$ cat config.mk
export PLATFORM = sky130hd
export DESIGN_NAME = rdy_ack_serializer
export DESIGN_NICKNAME = d
export VERILOG_FILES = /design/src/rtl/rdy_ack_pkg.sv /design/src/rtl/rdy_ack_serializer.sv
export SDC_FILE = /design/constraint.sdc
export NUM_CORES = 1
export LEC_CHECK = 0
export CAP_MARGIN = 20
export CORE_UTILIZATION = 40
export DETAILED_ROUTE_END_ITERATION = 16
export PLACE_DENSITY = 0.65
export SLEW_MARGIN = 20
export SYNTH_ARGS = -nofsm -noshare
export SYNTH_HDL_FRONTEND = slang
export SYNTH_SLANG_ARGS = --single-unit
$ cat constraint.sdc
create_clock -name clk -period 2.2 [get_ports clk]
set_clock_uncertainty 0.1 [all_clocks]
set_input_delay 0.33 -clock clk [delete_from_list [all_inputs] [get_ports clk]]
set_output_delay 0.33 -clock clk [all_outputs]
set_load 0.01 [all_outputs]
$ cat src/rtl/rdy_ack_pkg.sv
// Shared types and helpers for the rdy/ack streaming width converters.
package rdy_ack_pkg;

    typedef enum logic {
        IDLE = 1'b0,
        SEND = 1'b1
    } state_t;

    function automatic int unsigned clamp_len(input int unsigned len, input int unsigned max_len);
        return (len > max_len) ? max_len : len;
    endfunction

    function automatic logic hs_fire(input logic rdy, input logic ack);
        return rdy & ack;
    endfunction

endpackage

$ cat src/rtl/rdy_ack_serializer.sv
// Wide-to-narrow rdy/ack serializer: one wide word in, len+1 narrow beats out, o_last on the final beat.
// Define RDY_ACK_SER_MSB_FIRST_EN to emit the highest-index beat first instead of beat 0.
module rdy_ack_serializer
    import rdy_ack_pkg::*;
#(
    parameter int NB    = 4,
    parameter int BW_M1 = 7,
    parameter int CW_M1 = 1
) (
    input  logic                        clk,
    input  logic                        rst,
    input  logic                        i_rdy,
    output logic                        i_ack,
    input  logic [NB*(BW_M1+1)-1:0]     i_data,
    input  logic [CW_M1:0]              i_len,
    output logic                        o_rdy,
    input  logic                        o_ack,
    output logic [BW_M1:0]              o_data,
    output logic                        o_last,
    output logic                        busy
);

    localparam int BW = BW_M1 + 1;
    localparam int DW = NB * BW;
    localparam int CW = CW_M1 + 1;

    state_t          state_q, state_d;
    logic [DW-1:0]   shift_q, shift_d;
    logic [CW_M1:0]  cnt_q, cnt_d;
    logic [CW_M1:0]  len_clamped;
    logic [DW-1:0]   load_word;
    logic            word_fire;
    logic            beat_fire;

    assign len_clamped = CW'(clamp_len(32'(i_len), NB - 1));

    assign o_rdy  = (state_q == SEND);
    assign busy   = (state_q == SEND);
    assign o_last = (state_q == SEND) && (cnt_q == '0);

`ifdef RDY_ACK_SER_MSB_FIRST_EN
    // Pre-align so beat len sits in the top slot; unused high beats fall off the end.
    assign load_word = i_data << ((NB - 1 - 32'(len_clamped)) * BW);
    assign o_data    = shift_q[DW-1 -: BW];
`else
    assign load_word = i_data;
    assign o_data    = shift_q[BW-1:0];
`endif

    assign beat_fire = hs_fire(o_rdy, o_ack);
    assign i_ack     = !rst && ((state_q == IDLE) || (beat_fire && o_last));
    assign word_fire = hs_fire(i_rdy, i_ack);

    always_comb begin
        state_d = state_q;
        shift_d = shift_q;
        cnt_d   = cnt_q;
        if (beat_fire && !o_last) begin
`ifdef RDY_ACK_SER_MSB_FIRST_EN
            shift_d = shift_q << BW;
`else
            shift_d = shift_q >> BW;
`endif
            cnt_d = cnt_q - 1'b1;
        end else if (beat_fire) begin
            state_d = IDLE;
        end
        // A new word may land in the same cycle the last beat leaves, giving no bubble.
        if (word_fire) begin
            state_d = SEND;
            shift_d = load_word;
            cnt_d   = len_clamped;
        end
    end

    always_ff @(posedge clk) begin
        if (rst) begin
            state_q <= IDLE;
            shift_q <= '0;
            cnt_q   <= '0;
        end else begin
            state_q <= state_d;
            shift_q <= shift_d;
            cnt_q   <= cnt_d;
        end
    end

endmodule
==> flow_summary.yaml, run 1 <==
outcome:
  status: "finished with violations"
  violations: "DRC"
yosys:
  synthesis.area_um2: 1926
  syn_nets: 241
  avgSynthCellArea_um2: 9.533
  syn_inst: 202
  synth_async_sr_flop_share: 0
  synth_edf_count: 0
  synthFlopType: "dfxtp_1"
  ys_warn_count: 0
  synth_seq_cells: 35
  ys_types: 29
  yosysSeqAreaShare: 0.3639
sta:
  holdWs_ns: 0.3801
  hold_viol: 0
  tightest_slew_ns: 0.9553
  finalMaxSlewViolations: 0
  setup_tns_ns: 0
  period_minus_slack_ns: 2.123
  min_period_over_period: 0.9650
  setup_viol: 0
  rsz0062_at_grt: "no"
  relSlewSlack: 0.3610
  clock.fmax_mhz: 471.0
worst_setup_path:
  rr_worst_depth: 5
  reg2reg_to: "shift_q[5]"
  worst-path-max-fanout: 5
  crit_type: "reg -> out"
  cp_data_arrival_time_ns: 1.69
  crit_required_ns: 1.77
  worst_setup_path_start_kind: "flop"
  critPathCapture: "o_last"
  critPathLaunch: "cnt_q[0]"
  rr_startpoint: "cnt_q[0]"
  crit_path_end_kind: "output pin"
  reg2reg_slack_ns: 0.32
layout:
  fillers: 430
  nNetsFinal: 279
  multi_input_area_um2: 1020
  diodes: 0
  finalNonFillerCells: 293
  fin_area_um2: 2489
  seqCellArea_um2: 701.9
  layout-drive-gt1-share: 0.1079
  area_growth_pct: 29.24
power_and_ir_drop:
  ir_drop_v: 0.0003967
  power.leakage_nw: 0.8326
  p_sw_uw: 399.8
  seqPwrFrac: 0.459
  cellPowerDensity_nw_per_um2: 629.4
  p_comb_frac: 0.211
  totalPowerFinal_mw: 1.566
  clkPwrFrac: 0.329
  swShare: 0.2553
  internal_power_mw: 1.166
floorplan:
  fp.coreArea_um2: 4504
  die_h_um: 71.38
  die_w_um: 71.38
  num_rows: 24
  boundaryPins: 50
  initial_core_util: 0.4275
  dieArea_um2: 5095
clock_tree:
  root_buffer: "clkbuf_8"
  clkLatencyLatePin_ns: 0.29
  cts_num_sinks: 35
  cts_max_level: 2
  clk_pin_slew_ns: 0.07
  cts_made_buffers: 5
  cts.path.max_buffers: 2
  post_cts_buffers: 0
  cts_tree: "done"
  ctsHoldBuffers: 0
grt:
  gr-total-overflow: 0
  grt_pass1_wl_mm: 6.948
  grt_pass1_vias: 1489
  antenna_found_initial: 0
  grtUsageTotal: 0.1723
  grt_max_degree: 54
routing:
  first_pass_iters: 10
  drc: 5
  met2WireLength_mm: 1.717
  drt-met1-wl_mm: 2.159
  drt.antenna.violating_nets: 0
  num_vias: 1610
  wl_met3_um: 234
  drt-initial-drc-count: 107
  top_layer: "met4"
  drt-wirelength-per-cell_um: 14.13
  totalWireLength_mm: 4.140
  viasPerCell: 5.495
placed_design:
  numPortBuffers: 49
  dp_hpwl_mm: 2.657
  dp_cells: 285
  place_area_um2: 2385
  place_congestion: 0.7204
min_path:
  hp-class: "reg -> reg"
flow_run:
  drv_cap: 0
[per-layer routing]
metal  track usage  vias to the layer above
li1              -                      828
met1        0.2395                      741
met2        0.2603                       37
met3       0.05485                        4
met4       0.04000                        0
met5             0                        -
[critical path, cell delays in order, from the launching register on]
cell	delay, ns
dfxtp_2	0.34
inv_1	0.06
ha_2	0.22
buf_4	0.15
and2_1	0.12
clkdlybuf4s50_1	0.52
[cells in the mapped netlist (2+ instances only)]
cell type,n,share of area
dfxtp_1,35,0.36
nand2b_1,28,0.091
a21oi_1,25,0.065
a221o_1,25,0.13
nand3b_1,24,0.094
buf_4,10,0.039
a31o_1,8,0.036
nor4b_1,8,0.036
buf_2,7,0.018
buf_6,6,0.035
clkbuf_1,5,0.0097
nor2_1,3,0.0058
inv_1,2,0.0039
[per-stage QoR]
stage               worst slack [ns]  utilization
detailed placement          -0.02602       0.5294
floorplan                     0.6211            -
global placement            0.009629       0.5294
CTS                          0.02152       0.5519
global route                0.004644       0.5525
finish                       0.07697       0.5525
[layout make-up]
| cell class | instances | area share |
|---|---|---|
| Sequential cell | 35 | 0.2821 |
| Inverter | 3 | 0.004525 |
| Timing Repair Buffer | 59 | 0.2373 |
| Clock buffer | 8 | 0.04022 |
| Tap cell | 52 | 0.02614 |
| Multi-Input combinational cell | 136 | 0.4098 |
[cell usage in the layout (no fill, tap or decap), types with 2 or more instances in the layout]
master and n:
nand3b_1 24, a21oi_1 25, a31o_1 8, buf_4 8
inv_1 2, clkbuf_8 7, a221o_1 25, nand2b_1 28
buf_12 2, clkdlybuf4s50_1 49, dfxtp_1 34, nor4b_1 8
nor2_1 3
[power by group through the flow]
stage | sequential [mW] | clock, mW | combinational, mW
floorplan | 0.724 | 0 | 0.218
global placement | 0.732 | 0 | 0.331
detailed placement | 0.733 | 0 | 0.332
CTS | 0.719 | 0.528 | 0.333
global route | 0.727 | 0.557 | 0.361
finish | 0.719 | 0.516 | 0.331
[flip-flops by register name, indices dropped and copies added (netlist names)]
name and flops:
shift_q 32, cnt_q 2, busy 1
[worst min path at each step]
stage | start | end | slack, ns | cells past startpoint
after floorplan | shift_q[24] | shift_q[24] | 0.35 | 1
after global placement | shift_q[25] | shift_q[25] | 0.36 | 1
after detailed placement | shift_q[29] | shift_q[29] | 0.37 | 1
after CTS | shift_q[29] | shift_q[29] | 0.38 | 1
after global routing | shift_q[25] | shift_q[25] | 0.40 | 1
final | shift_q[29] | shift_q[29] | 0.38 | 1
[kinds of logic after synthesis]
family | count (synthesis) | synth area share
buffers and inverters | 31 | 0.1079
DFF | 35 | 0.3639
AOI/OAI and AO/OA | 63 | 0.2580
adders and majority gates | 1 | 0.006497
and+or+nand+nor | 72 | 0.2638
[repair_timing]
action,in CTS,in global routing
pin swaps,0,0
gates resized for setup,1,1
setup endpoints to repair,1,2
Note: power is estimated with default switching activity, not from simulation.
==> inputs of run 2 (changes only) <==
--- a/config.mk
+++ b/config.mk
@@ -6,9 +6,10 @@
 export NUM_CORES = 1
 export LEC_CHECK = 0
 export CAP_MARGIN = 20
+export CORE_MARGIN = 1
 export CORE_UTILIZATION = 40
 export DETAILED_ROUTE_END_ITERATION = 16
-export PLACE_DENSITY = 0.65
+export PLACE_DENSITY = 0.67
 export SLEW_MARGIN = 20
 export SYNTH_ARGS = -nofsm -noshare
 export SYNTH_HDL_FRONTEND = slang
==> constraint.sdc (replaced) <==
create_clock -name clk -period 1.8 [get_ports clk]
set_clock_uncertainty 0.1 [all_clocks]
set_input_delay 0.27 -clock clk [delete_from_list [all_inputs] [get_ports clk]]
set_output_delay 0.27 -clock clk [all_outputs]
set_load 0.01 [all_outputs]
==> run 2 against run 1 <==
  * The flow still finishes with violations (DRC)
  * Die area unchanged
  * Setup slack worse by 0.029 ns
  * Register-to-register slack worse by 0.21 ns
  * Wire length up 6.7%
  * Global-route usage up 0.97 points
  * First-iteration DRC count up 14%
  * Combinational power up 34%
  * Sequential power up 22%
  * Cell count up 3.1%
  * Via count up 5.8%
  * Highest routed layer unchanged
==> flow_summary.yaml, run 2 (synthesis gave the netlist of run 1 again) <==
outcome:
  status: "finished with violations"
  violations: "DRC"
clock_tree:
  cts_num_sinks: 35
  cts_made_buffers: 5
  cts_max_level: 2
  cts_tree: "done"
  clk_pin_slew_ns: 0.07
  ctsHoldBuffers: 0
  root_buffer: "clkbuf_8"
  clkLatencyLatePin_ns: 0.28
  cts.path.max_buffers: 2
layout:
  layout-drive-gt1-share: 0.1400
  largest_reg_flops: 32
  nNetsFinal: 288
  final_cell_mix: "47 x clkdlybuf4s50_1, 33 x dfxtp_1, 28 x nand2b_1"
  mostFrequentLayoutCell: "clkdlybuf4s50_1"
  area_growth_pct: 33.40
  top_register: "shift_q"
  fin_area_um2: 2569
  diodes: 0
floorplan:
  dieArea_um2: 5095
  die_h_um: 71.38
  initial_core_util: 0.4275
  num_rows: 24
  fp.coreArea_um2: 4504
  die_w_um: 71.38
  boundaryPins: 50
placed_design:
  place_congestion: 0.7832
  place_area_um2: 2435
  dp_hpwl_mm: 2.748
  numPortBuffers: 49
routing:
  drc: 3
  drt-initial-drc-count: 122
  first_pass_iters: 10
  drt-wirelength-per-cell_um: 14.63
  drt.antenna.violating_nets: 0
  num_vias: 1704
  totalWireLength_mm: 4.419
  viasPerCell: 5.642
worst_setup_path:
  worst-path-max-fanout: 5
  rr_worst_depth: 7
  worst_setup_path_start_kind: "input pin"
  crit_path_end_kind: "output pin"
  crit_type: "in -> out"
  cp_data_arrival_time_ns: 1.38
  crit_required_ns: 1.43
sta:
  setup_tns_ns: 0
  min_period_over_period: 0.9736
  finalMaxSlewViolations: 0
  period_minus_slack_ns: 1.753
  clock.fmax_mhz: 570.6
  rsz0062_at_grt: "no"
  hold_viol: 0
  setup_viol: 0
  tightest_slew_ns: 0.5892
  relSlewSlack: 0.6059
min_path:
  hold_depth: 1
  hp-class: "reg -> reg"
power_and_ir_drop:
  totalPowerFinal_mw: 1.869
  power.leakage_nw: 0.8771
  ir_drop_v: 0.0003997
  cellPowerDensity_nw_per_um2: 727.7
grt:
  grt_pass1_wl_mm: 7.327
  grt_pass1_vias: 1597
  gr-total-overflow: 0
  grt_max_degree: 33
  grtUsageTotal: 0.1820
  antenna_found_initial: 0
flow_run:
  drv_cap: 0
-- run 2: routing by layer --
layer / up-vias / share of wire / track usage / wire, um
li1: 848 / - / - / -
met1: 797 / 0.50 / 0.2522 / 2198
met2: 52 / 0.44 / 0.2815 / 1930
met3: 7 / 0.053 / 0.03938 / 235
met4: 0 / 0.012 / 0.06000 / 53
met5: - / 0 / 0 / 0
-- run 2: where the power goes --
part / switching, mW / internal, mW / total, mW
Sequential: 0.0420 / 0.835 / 0.877
Combinational: 0.179 / 0.264 / 0.443
Clock: 0.278 / 0.272 / 0.549
-- run 2: final timing paths --
kind                       to         from  slack, ns
hold reg to reg   shift_q[29]  shift_q[29]       0.38
setup / recovery        i_ack          rst       0.05
setup reg to reg  shift_q[27]     cnt_q[0]       0.11
hold / removal    shift_q[29]  shift_q[29]       0.38
-- run 2: final cells by class --
class | instances | area (um2)
Tap cell | 52 | 65.06
Fill cell | 425 | 1936
Clock inverter | 1 | 5.005
Sequential cell | 35 | 703.2
Timing Repair Buffer | 67 | 661.9
Multi-Input combinational cell | 137 | 1046
Inverter | 3 | 11.26
Clock buffer | 7 | 76.32
-- run 2: timing repair --
| item | CTS | global route |
|---|---|---|
| hold endpoints to repair | 0 | 0 |
| cloned | 1 | 0 |
| setup buffers | 2 | 1 |
| endpoints found under the setup margin | 27 | 12 |
| pin swaps | 2 | 1 |
| resized for setup | 7 | 1 |
-- run 2: critical path, stage by stage --
cell,delay [ns]
clkdlybuf4s50_1,0.69
nor2_1,0.12
dlygate4sd2_1,0.30
-- run 2: stage by stage --
step	utilization	setup WS [ns]	hold WS (ns)	instances
2_1_floorplan	-	0.2211	0.2907	202
3_3_place_gp	0.5406	-0.2895	0.3640	290
3_5_place_dp	0.5406	-0.2758	0.3708	290
4_1_cts	0.5683	0.005939	0.3869	301
5_1_grt	0.5703	0.008296	0.4076	302
6_report	0.5703	0.04748	0.3840	302
